### config.mk
export PLATFORM = sky130hd
export DESIGN_NAME = tri_raster_sched_flat
export DESIGN_NICKNAME = d
export VERILOG_FILES = /design/src/rtl/tri_raster_sched_if.sv /design/src/rtl/tri_raster_sched.sv /design/src/flat_wrapper.sv
export SDC_FILE = /design/constraint.sdc
export NUM_CORES = 1
export LEC_CHECK = 0
export ABC_CLOCK_PERIOD_IN_PS = 3900
export BUFFER_PORTS_ARGS = -buffer_cell sky130_fd_sc_hd__buf_2
export CAP_MARGIN = 20
export CORE_MARGIN = 3
export CORE_UTILIZATION = 50
export DETAILED_ROUTE_END_ITERATION = 16
export GPL_TIMING_DRIVEN = 0
export MAX_ROUTING_LAYER = met4
export PLACE_DENSITY = 0.85
export SLEW_MARGIN = 20
export SYNTH_ARGS = -nofsm -noshare
export SYNTH_HDL_FRONTEND = slang
export SYNTH_SLANG_ARGS = --single-unit
### constraint.sdc
create_clock -name clk -period 3.9 [get_ports clk]
set_input_delay 0.975 -clock clk [delete_from_list [all_inputs] [get_ports clk]]
set_output_delay 0.975 -clock clk [all_outputs]
set_load 0.01 [all_outputs]
### src/rtl/tri_raster_sched_if.sv
// Job-source and raster-engine signal bundle for tri_raster_sched.
// Signal suffixes are from the scheduler's point of view (slave modport).
interface tri_sched_if #(
    parameter int PIX_CNT_W = 7
);
    logic                 req0_i;
    logic                 req1_i;
    logic [17:0]          tri0_i;
    logic [17:0]          tri1_i;
    logic                 ack0_o;
    logic                 ack1_o;
    logic                 eng_nt_o;
    logic [2:0]           eng_xi_o;
    logic [2:0]           eng_yi_o;
    logic                 eng_busy_i;
    logic                 eng_po_i;
    logic [2:0]           eng_xo_i;
    logic [2:0]           eng_yo_i;
    logic                 pix_valid_o;
    logic [2:0]           pix_x_o;
    logic [2:0]           pix_y_o;
    logic                 pix_owner_o;
    logic                 done_o;
    logic                 done_owner_o;
    logic [PIX_CNT_W-1:0] done_count_o;
    logic                 sched_busy_o;
    logic                 err_o;

    modport slave (
        input  req0_i, req1_i, tri0_i, tri1_i,
        input  eng_busy_i, eng_po_i, eng_xo_i, eng_yo_i,
        output ack0_o, ack1_o, eng_nt_o, eng_xi_o, eng_yi_o,
        output pix_valid_o, pix_x_o, pix_y_o, pix_owner_o,
        output done_o, done_owner_o, done_count_o, sched_busy_o, err_o
    );

    modport master (
        output req0_i, req1_i, tri0_i, tri1_i,
        output eng_busy_i, eng_po_i, eng_xo_i, eng_yo_i,
        input  ack0_o, ack1_o, eng_nt_o, eng_xi_o, eng_yi_o,
        input  pix_valid_o, pix_x_o, pix_y_o, pix_owner_o,
        input  done_o, done_owner_o, done_count_o, sched_busy_o, err_o
    );
endinterface

### src/rtl/tri_raster_sched.sv
// Two-requester round-robin job scheduler in front of the shared triangle raster engine.
// Optional watchdog abort enabled by defining TRI_SCHED_WATCHDOG_EN.
module tri_raster_sched #(
    parameter int PIX_CNT_W = 7,
    parameter int TIMEOUT   = 255
) (
    input  logic        clk,
    input  logic        reset,
    tri_sched_if.slave  bus
);

    typedef enum logic [2:0] {
        IDLE, SEND1, SEND2, SEND3, WAIT_START, RUN, DONE
    } state_e;

    localparam logic [PIX_CNT_W-1:0] CNT_MAX = '1;

    state_e               state_q, state_d;
    logic [17:0]          job_q, job_d;
    logic                 owner_q, owner_d;
    logic                 last_q, last_d;
    logic [PIX_CNT_W-1:0] cnt_q, cnt_d;
    logic                 pix_valid_q, pix_valid_d;
    logic [2:0]           pix_x_q, pix_x_d;
    logic [2:0]           pix_y_q, pix_y_d;

    logic any_req;
    logic grant_idx;
    logic capture;
    logic wd_hit;

    assign any_req   = bus.req0_i | bus.req1_i;
    // On a tie the requester that was not granted last time wins.
    assign grant_idx = (bus.req0_i & bus.req1_i) ? ~last_q : bus.req1_i;
    assign capture   = (state_q == WAIT_START) || (state_q == RUN);

`ifdef TRI_SCHED_WATCHDOG_EN
    localparam int WD_W = $clog2(TIMEOUT + 1);

    logic [WD_W-1:0] wd_q, wd_d;

    always_ff @(posedge clk or posedge reset) begin
        if (reset) wd_q <= '0;
        else       wd_q <= wd_d;
    end

    always_comb begin
        wd_d = wd_q;
        if (state_q == SEND3) wd_d = '0;
        else if (capture)     wd_d = wd_q + WD_W'(1);
    end

    assign wd_hit = capture && (wd_q == WD_W'(TIMEOUT));
`else
    logic unused_timeout;
    assign unused_timeout = ^TIMEOUT;
    assign wd_hit         = 1'b0;
`endif

    // State register
    always_ff @(posedge clk or posedge reset) begin
        if (reset) begin
            state_q     <= IDLE;
            job_q       <= '0;
            owner_q     <= 1'b0;
            last_q      <= 1'b1;
            cnt_q       <= '0;
            pix_valid_q <= 1'b0;
            pix_x_q     <= '0;
            pix_y_q     <= '0;
        end else begin
            // NOTE: non-blocking so every register samples the pre-edge values.
            state_q     <= state_d;
            job_q       <= job_d;
            owner_q     <= owner_d;
            last_q      <= last_d;
            cnt_q       <= cnt_d;
            pix_valid_q <= pix_valid_d;
            pix_x_q     <= pix_x_d;
            pix_y_q     <= pix_y_d;
        end
    end

    // Next-state and datapath
    always_comb begin
        // NOTE: every target gets a default first so no path infers a latch.
        state_d     = state_q;
        job_d       = job_q;
        owner_d     = owner_q;
        last_d      = last_q;
        cnt_d       = cnt_q;
        pix_valid_d = capture & bus.eng_po_i;
        pix_x_d     = capture & bus.eng_po_i ? bus.eng_xo_i : 3'd0;
        pix_y_d     = capture & bus.eng_po_i ? bus.eng_yo_i : 3'd0;

        if (capture && bus.eng_po_i && (cnt_q != CNT_MAX))
            cnt_d = cnt_q + PIX_CNT_W'(1);

        unique case (state_q)
            IDLE: begin
                if (any_req) begin
                    state_d = SEND1;
                    owner_d = grant_idx;
                    last_d  = grant_idx;
                    job_d   = grant_idx ? bus.tri1_i : bus.tri0_i;
                end
            end
            SEND1: begin
                state_d = SEND2;
                cnt_d   = '0;
            end
            SEND2:      state_d = SEND3;
            SEND3:      state_d = WAIT_START;
            WAIT_START: begin
                if (wd_hit)              state_d = IDLE;
                else if (bus.eng_busy_i) state_d = RUN;
            end
            RUN: begin
                if (wd_hit)               state_d = IDLE;
                else if (!bus.eng_busy_i) state_d = DONE;
            end
            DONE:       state_d = IDLE;
            default:    state_d = IDLE;
        endcase
    end

    // Outputs
    always_comb begin
        bus.ack0_o       = (state_q == IDLE) && any_req && !grant_idx;
        bus.ack1_o       = (state_q == IDLE) && any_req && grant_idx;
        bus.eng_nt_o     = (state_q == SEND1);
        bus.eng_xi_o     = 3'd0;
        bus.eng_yi_o     = 3'd0;
        case (state_q)
            SEND1: begin bus.eng_xi_o = job_q[17:15]; bus.eng_yi_o = job_q[14:12]; end
            SEND2: begin bus.eng_xi_o = job_q[11:9];  bus.eng_yi_o = job_q[8:6];   end
            SEND3: begin bus.eng_xi_o = job_q[5:3];   bus.eng_yi_o = job_q[2:0];   end
            default: ;
        endcase
        bus.pix_valid_o  = pix_valid_q;
        bus.pix_x_o      = pix_x_q;
        bus.pix_y_o      = pix_y_q;
        bus.pix_owner_o  = owner_q;
        bus.done_o       = (state_q == DONE) || wd_hit;
        bus.done_owner_o = bus.done_o ? owner_q : 1'b0;
        bus.done_count_o = bus.done_o ? cnt_q : '0;
        bus.sched_busy_o = (state_q != IDLE);
        bus.err_o        = wd_hit;
    end

endmodule

### src/flat_wrapper.sv
// flat-port wrapper written by rule: the top's interface ports become plain ports
module tri_raster_sched_flat 
#(
    parameter int PIX_CNT_W = 7,
    parameter int TIMEOUT   = 255
)
  (clk, reset, bus_req0_i, bus_req1_i, bus_tri0_i, bus_tri1_i, bus_eng_busy_i, bus_eng_po_i, bus_eng_xo_i, bus_eng_yo_i, bus_ack0_o, bus_ack1_o, bus_eng_nt_o, bus_eng_xi_o, bus_eng_yi_o, bus_pix_valid_o, bus_pix_x_o, bus_pix_y_o, bus_pix_owner_o, bus_done_o, bus_done_owner_o, bus_done_count_o, bus_sched_busy_o, bus_err_o);
  tri_sched_if #(.PIX_CNT_W(PIX_CNT_W)) bus_i ();
  input  logic clk;
  input  logic reset;
  input wire logic [$bits(bus_i.req0_i)-1:0] bus_req0_i;
  input wire logic [$bits(bus_i.req1_i)-1:0] bus_req1_i;
  input wire logic [$bits(bus_i.tri0_i)-1:0] bus_tri0_i;
  input wire logic [$bits(bus_i.tri1_i)-1:0] bus_tri1_i;
  input wire logic [$bits(bus_i.eng_busy_i)-1:0] bus_eng_busy_i;
  input wire logic [$bits(bus_i.eng_po_i)-1:0] bus_eng_po_i;
  input wire logic [$bits(bus_i.eng_xo_i)-1:0] bus_eng_xo_i;
  input wire logic [$bits(bus_i.eng_yo_i)-1:0] bus_eng_yo_i;
  output wire logic [$bits(bus_i.ack0_o)-1:0] bus_ack0_o;
  output wire logic [$bits(bus_i.ack1_o)-1:0] bus_ack1_o;
  output wire logic [$bits(bus_i.eng_nt_o)-1:0] bus_eng_nt_o;
  output wire logic [$bits(bus_i.eng_xi_o)-1:0] bus_eng_xi_o;
  output wire logic [$bits(bus_i.eng_yi_o)-1:0] bus_eng_yi_o;
  output wire logic [$bits(bus_i.pix_valid_o)-1:0] bus_pix_valid_o;
  output wire logic [$bits(bus_i.pix_x_o)-1:0] bus_pix_x_o;
  output wire logic [$bits(bus_i.pix_y_o)-1:0] bus_pix_y_o;
  output wire logic [$bits(bus_i.pix_owner_o)-1:0] bus_pix_owner_o;
  output wire logic [$bits(bus_i.done_o)-1:0] bus_done_o;
  output wire logic [$bits(bus_i.done_owner_o)-1:0] bus_done_owner_o;
  output wire logic [$bits(bus_i.done_count_o)-1:0] bus_done_count_o;
  output wire logic [$bits(bus_i.sched_busy_o)-1:0] bus_sched_busy_o;
  output wire logic [$bits(bus_i.err_o)-1:0] bus_err_o;
  assign bus_i.req0_i = bus_req0_i;
  assign bus_i.req1_i = bus_req1_i;
  assign bus_i.tri0_i = bus_tri0_i;
  assign bus_i.tri1_i = bus_tri1_i;
  assign bus_i.eng_busy_i = bus_eng_busy_i;
  assign bus_i.eng_po_i = bus_eng_po_i;
  assign bus_i.eng_xo_i = bus_eng_xo_i;
  assign bus_i.eng_yo_i = bus_eng_yo_i;
  assign bus_ack0_o = bus_i.ack0_o;
  assign bus_ack1_o = bus_i.ack1_o;
  assign bus_eng_nt_o = bus_i.eng_nt_o;
  assign bus_eng_xi_o = bus_i.eng_xi_o;
  assign bus_eng_yi_o = bus_i.eng_yi_o;
  assign bus_pix_valid_o = bus_i.pix_valid_o;
  assign bus_pix_x_o = bus_i.pix_x_o;
  assign bus_pix_y_o = bus_i.pix_y_o;
  assign bus_pix_owner_o = bus_i.pix_owner_o;
  assign bus_done_o = bus_i.done_o;
  assign bus_done_owner_o = bus_i.done_owner_o;
  assign bus_done_count_o = bus_i.done_count_o;
  assign bus_sched_busy_o = bus_i.sched_busy_o;
  assign bus_err_o = bus_i.err_o;
  tri_raster_sched #(.PIX_CNT_W(PIX_CNT_W), .TIMEOUT(TIMEOUT)) u_core (.clk(clk), .reset(reset), .bus(bus_i));
endmodule
* Word level (Yosys, flattened, before mapping)
Cells that the tools add are included.
** Storage, ports and cells
- Memories kept :: 0
- Input bits :: 48
- Bits in latches :: 0
- Bits in registers :: 37
- ROM bits :: 0
- Output and inout port bits :: 28
- Bits in writable memories :: 0
** Cells by class
- Equality and inequality tests :: 10
- Reductions and logical operators :: 12
- Magnitude comparators :: 0
- Divide/modulo/power cells :: 0
- $add $sub $neg :: 1
- Bitwise logic cells :: 4
- Shift-type cells :: 0
- Multipliers :: 0
- Mux-type cells :: 14
** Operators by type and width (count)
- $mux 7 :: 3
- $mux 18 :: 1
- $pmux 3 s3 :: 2
- $pmux 3 s6 :: 1
- $mux 3 :: 5
- $eq 3x3->1 const B :: 3
- $add 7x1->7 const B :: 1
- $ne 7x7->1 const B :: 1
- $eq 3x2->1 const B :: 2
- $logic_and 1x1->1 :: 5
- $ne 2x2->1 const B :: 2
- $eq 3x1->1 const B :: 1
- $logic_not 3->1 :: 1
- $reduce_and 3->1 :: 1
- $reduce_bool 3->1 :: 1
- $and 1x1->1 :: 2
- $mux 1 :: 2
- $ne 2x1->1 const B :: 1
- $reduce_and 2->1 :: 1
- $reduce_bool 2->1 :: 1
- $logic_not 1->1 :: 1
- $logic_or 1x1->1 :: 1
- $not 1->1 :: 1
- $or 1x1->1 :: 1

* Logic depth before layout (Yosys ltp)
- Depth in word-level cells :: 6
- Gate-level depth with buffers :: 6

* Worst setup path after synthesis
No wires, ideal clock.
- Path type :: in2out
- From :: input bus_req1_i
- To :: output bus_ack0_o
- Setup slack :: 1.485 ns
- Stages on the path :: 4
- Arrival time :: 1.440 ns
- Cell sequence :: nand2b_1 > and3_1 > buf_6 > buf_6
** On the way
- Word-level cells in the longest chain between the ends :: 4
- Elaborated cells between the ends (all ways) :: 6
** Ends and longest elaborated chain
- from (decl) :: RTL line flat_wrapper.sv:12 : input wire logic [$bits(bus_i.req1_i)-1:0] bus_req1_i;
- $and 1x1->1 :: RTL line tri_raster_sched.sv:34 : assign grant_idx = (bus.req0_i & bus.req1_i) ? ~last_q : bus.req1_i;
- $mux 1 :: RTL line tri_raster_sched.sv:34
- $logic_not 1->1 :: RTL line tri_raster_sched.sv:129 : bus.ack0_o = (state_q == IDLE) && any_req && !grant_idx;
- $logic_and 1x1->1 (*) :: RTL line tri_raster_sched.sv:129
- to (decl) :: RTL line flat_wrapper.sv:19 : output wire logic [$bits(bus_i.ack0_o)-1:0] bus_ack0_o;
Mark *: on every way between the ends. The rest lies on a longest branch, timed or not.

* Worst setup path after layout
- From :: register u_core.state_q[1]
- To :: output bus_eng_xi_o[1]
** On the way
- Word-level cells in the longest chain between the ends :: 2
- Elaborated cells between the ends (all ways) :: 4
** Ends and longest elaborated chain
- from (decl) :: RTL line tri_raster_sched.sv:18 : state_e state_q, state_d;
- from (signal assigned) :: RTL line tri_raster_sched.sv:73 : state_q <= state_d;
- $eq 3x2->1 or $eq 3x1->1 (tied branches) :: RTL line tri_raster_sched.sv:134 : case (state_q)
- $pmux 3 s3 (*) :: RTL line tri_raster_sched.sv:134
- to (decl) :: RTL line flat_wrapper.sv:22 : output wire logic [$bits(bus_i.eng_xi_o)-1:0] bus_eng_xi_o;
Marked as above.

==> out/metrics.csv <==
metric,value,unit
max-clock-path-buffers,2,
worstSkewPairLatency,0.34,ns
critical_path.endpoint_type,primary output,
postSynthRegisterBits,37,
detail_route.wirelength,4530,um
synth-compound-area-share,18.8,%
cp.depth,5,
min_path_type,reg2reg,
io_pins,76,
hold_ws,0.506,ns
max_freq,0.342,GHz
cts_post_setup_buffers_inserted,0,
whs_path_depth,2,
antenna_violating_nets_post_route,0,
fraction_of_the_yosys_area_taken_by_sequential_cells,51.5,%
rsz0062_at_grt,no,
syn-instance-count,175,
timing.clock.skew,0.00765,ns
path_max_fanout,10,
timing.final.max_slew_violations,0,
critical_path_class,reg2out,
worst_ir_drop_vdd,0.337,mV
timing.critical_path.from_type,register,
synth-xor-area-share,0.974,%
layout.nets,305,
tns,0,ns
coreArea,0.00339,mm^2
grt_remaining_overflow,0,
critical_path.n_buffers_inverters,2,
most_used_standard_cells_in_the_synthesized_netlist,"36 x sky130_fd_sc_hd__dfrtp_1, 22 x sky130_fd_sc_hd__inv_1, 18 x sky130_fd_sc_hd__a222oi_1",
root_buffer,sky130_fd_sc_hd__clkbuf_4,
synth.yosys.warnings,0,
detailroute.via_count,1649,
mappedNetlistArea,0.00180,mm^2
fillers,286,
synthDominantCellAreaShare,50.1,%
clk_transition_reported_paths,0.11,ns
largest_delay_share_family_worst_path,buffers and inverters,
finalPower,0.00149,W
cts_inserted_buffers,5,
grt_pass1_wl,7500,um
die_x,66.0,um
slew-limit-headroom,50.9,%
synthMuxAreaShare,3.34,%
worst_r2r_startpoint,u_core.cnt_q[0]$_DFFE_PP0P_,
numClockSinks,37,
viasPerCell,5.44,
place.detailed.instances,295,
holdBufCountCts,0,
leading_post_synthesis_cells_by_cell_area,"sky130_fd_sc_hd__dfrtp_1 50%, sky130_fd_sc_hd__a222oi_1 10%, sky130_fd_sc_hd__inv_1 4.6%",
yosysMostFrequentCell,sky130_fd_sc_hd__dfrtp_1,
critical_path.cell_chain,"nor2b_1, clkbuf_1, a21oi_1, nor2_1, buf_2",
total_grt_usage,23.2,%
area_growth_synth_to_finish,27.4,%
worst-endpoint-required,2.92,ns
worstHoldStart,u_core.job_q[7]$_DFFE_PP0P_,
worst_path_max_delay_cell,sky130_fd_sc_hd__dfrtp_1,
utilization_of_the_core_after_routing,67.6,%
cell_pwr_density,649,mW/mm^2
die_area,0.00435,mm^2
grt_start_max_net_pins,38,
cts_resizes,0,
synthSimpleGateAreaFrac,16.1,%
initial_core_util,53.1,%
asyncSetResetFlopFracSynth,100,%
globalplace.congestion,0.844,
outcome,"finished, final reports clean",
r2r.worst_path.cells,5,
postSynth.topFlopCell,sky130_fd_sc_hd__dfrtp_1,
total_area_of_multi_input_combinational_cells,721,um^2
final.min_clock_period,2.93,ns
synthDistinctLibCells,35,
final_layout_size_suffix_gt1_share,37.4,%
synth-adder-area-share,0.695,%
synth_top_family_by_area,compound AO/OA/AOI/OAI gates,
post-route-drc-count,0,
synth_enable_flop_cells,0,
post-synth-top-area-cell,sky130_fd_sc_hd__dfrtp_1,
place.port_buffers,74,
antenna_found_initial,0,
max_stage_delay,0.46,ns
first_global_vias,1610,
synth_area_per_cell,10.3,um^2
leakage_power,1.34,nW
cts_tree,yes,
cts_htree_levels,2,
tightest_slew,0.735,ns
timing.critical_path.arrival,1.95,ns
drtIter0Drc,175,
final-seq-area,927,um^2
die_h,66.0,um
final.period_utilization,75.0,%
post_layout_nonfiller_instances,303,
antenna_cells,0,
first_pass_iteration_count_of_the_detailed_router,5,
rows,21,
worst_setup_path_startpoint,u_core.state_q[1]$_DFFE_PP0P_,
routedWlPerCell,14.9,um
timing.max_cap.violations,0,
setup_viol_count_final,0,
place.detailed.hpwl,3380,um
finalHoldViolations,0,
synthesized_nets,224,
routing by layer:
metal	routed length, um	share of wire (%)	track usage [%]
met1	1880	41	30.2
met2	2230	49	36.0
met3	354	7.8	5.27
met4	60	1.3	7.87
met5	0	0	-
where the power goes:
part | total, W | switching [W] | internal, W
Combinational | 0.000657 | 0.000370 | 0.000287
Clock | 0.000216 | 0.000128 | 0.0000879
Sequential | 0.000615 | 0.0000986 | 0.000517
Total | 0.00149 | 0.000596 | 0.000892
cells in the final DEF (no fill, tap or decap), types with 5 or more instances in the layout:
cell type and count:
sky130_fd_sc_hd__buf_2 78, sky130_fd_sc_hd__dfrtp_1 36, sky130_fd_sc_hd__inv_1 21, sky130_fd_sc_hd__a222oi_1 18, sky130_fd_sc_hd__nor2_1 14, sky130_fd_sc_hd__and3_1 11
sky130_fd_sc_hd__a21oi_1 7, sky130_fd_sc_hd__and2_1 7, sky130_fd_sc_hd__mux2i_1 6, sky130_fd_sc_hd__clkbuf_1 5, sky130_fd_sc_hd__o21ai_0 5, sky130_fd_sc_hd__clkbuf_4 5
metrics by stage:
stage,worst slack (ns),instance area [um^2]
2_1_floorplan,1.49,1800
3_3_place_gp,1.18,2230
3_5_place_dp,1.18,2230
4_1_cts,0.995,2290
5_1_grt,0.813,2290
6_report,0.975,2290
cell families (layout without fill, tap and decap cells):
group                    count (synthesis)  in the layout
XOR/XNOR                                 2              2
other                                    1              1
multiplexers                             6              6
AO/OA/AOI/OAI                           42             42
adder cells (fa/ha/maj)                  1              1
flip-flops                              37             37
buffers and inverters                   34            116
AND/OR/NAND/NOR                         52             52
area by class of cell:
type | instances | share of cell area (%)
Buffer | 12 | 3.00
Clock buffer | 6 | 2.24
Clock inverter | 2 | 0.600
Inverter | 22 | 3.60
Multi-Input combinational cell | 104 | 31.4
Sequential cell | 37 | 40.4
Tap cell | 46 | 2.51
Timing Repair Buffer | 74 | 16.2
flip-flops by register name (all words and copies together) (netlist names):
register / count
u_core.job_q: 18
u_core.cnt_q: 7
u_core.bus.pix_x_o: 3
u_core.bus.pix_y_o: 3
u_core.state_q: 3
u_core.bus.pix_owner_o: 1
u_core.bus.pix_valid_o: 1
u_core.last_q: 1
worst paths after layout:
path | end | slack, ns
setup / recovery | bus_eng_xi_o[1] | 0.97
hold / removal | u_core.job_q[7]$_DFFE_PP0P_ | 0.51
setup reg to reg | u_core.cnt_q[5]$_DFFE_PP0P_ | 2.24
hold reg to reg | u_core.job_q[7]$_DFFE_PP0P_ | 0.51
max in group asynchronous | u_core.bus.pix_owner_o$_DFFE_PP0P_ | 2.68
min in group asynchronous | u_core.bus.pix_valid_o$_DFF_PP0_ | 0.74
worst reg2reg max path: cells and delay by family (launching register included):
kind	cells	cell delay (ns)
adder cells (fa/ha/maj)	1	0.27
AO/OA/AOI/OAI	2	0.43
AND/OR/NAND/NOR	2	0.45
flip-flops	1	0.47
Power figures use the tool's default switching activity.
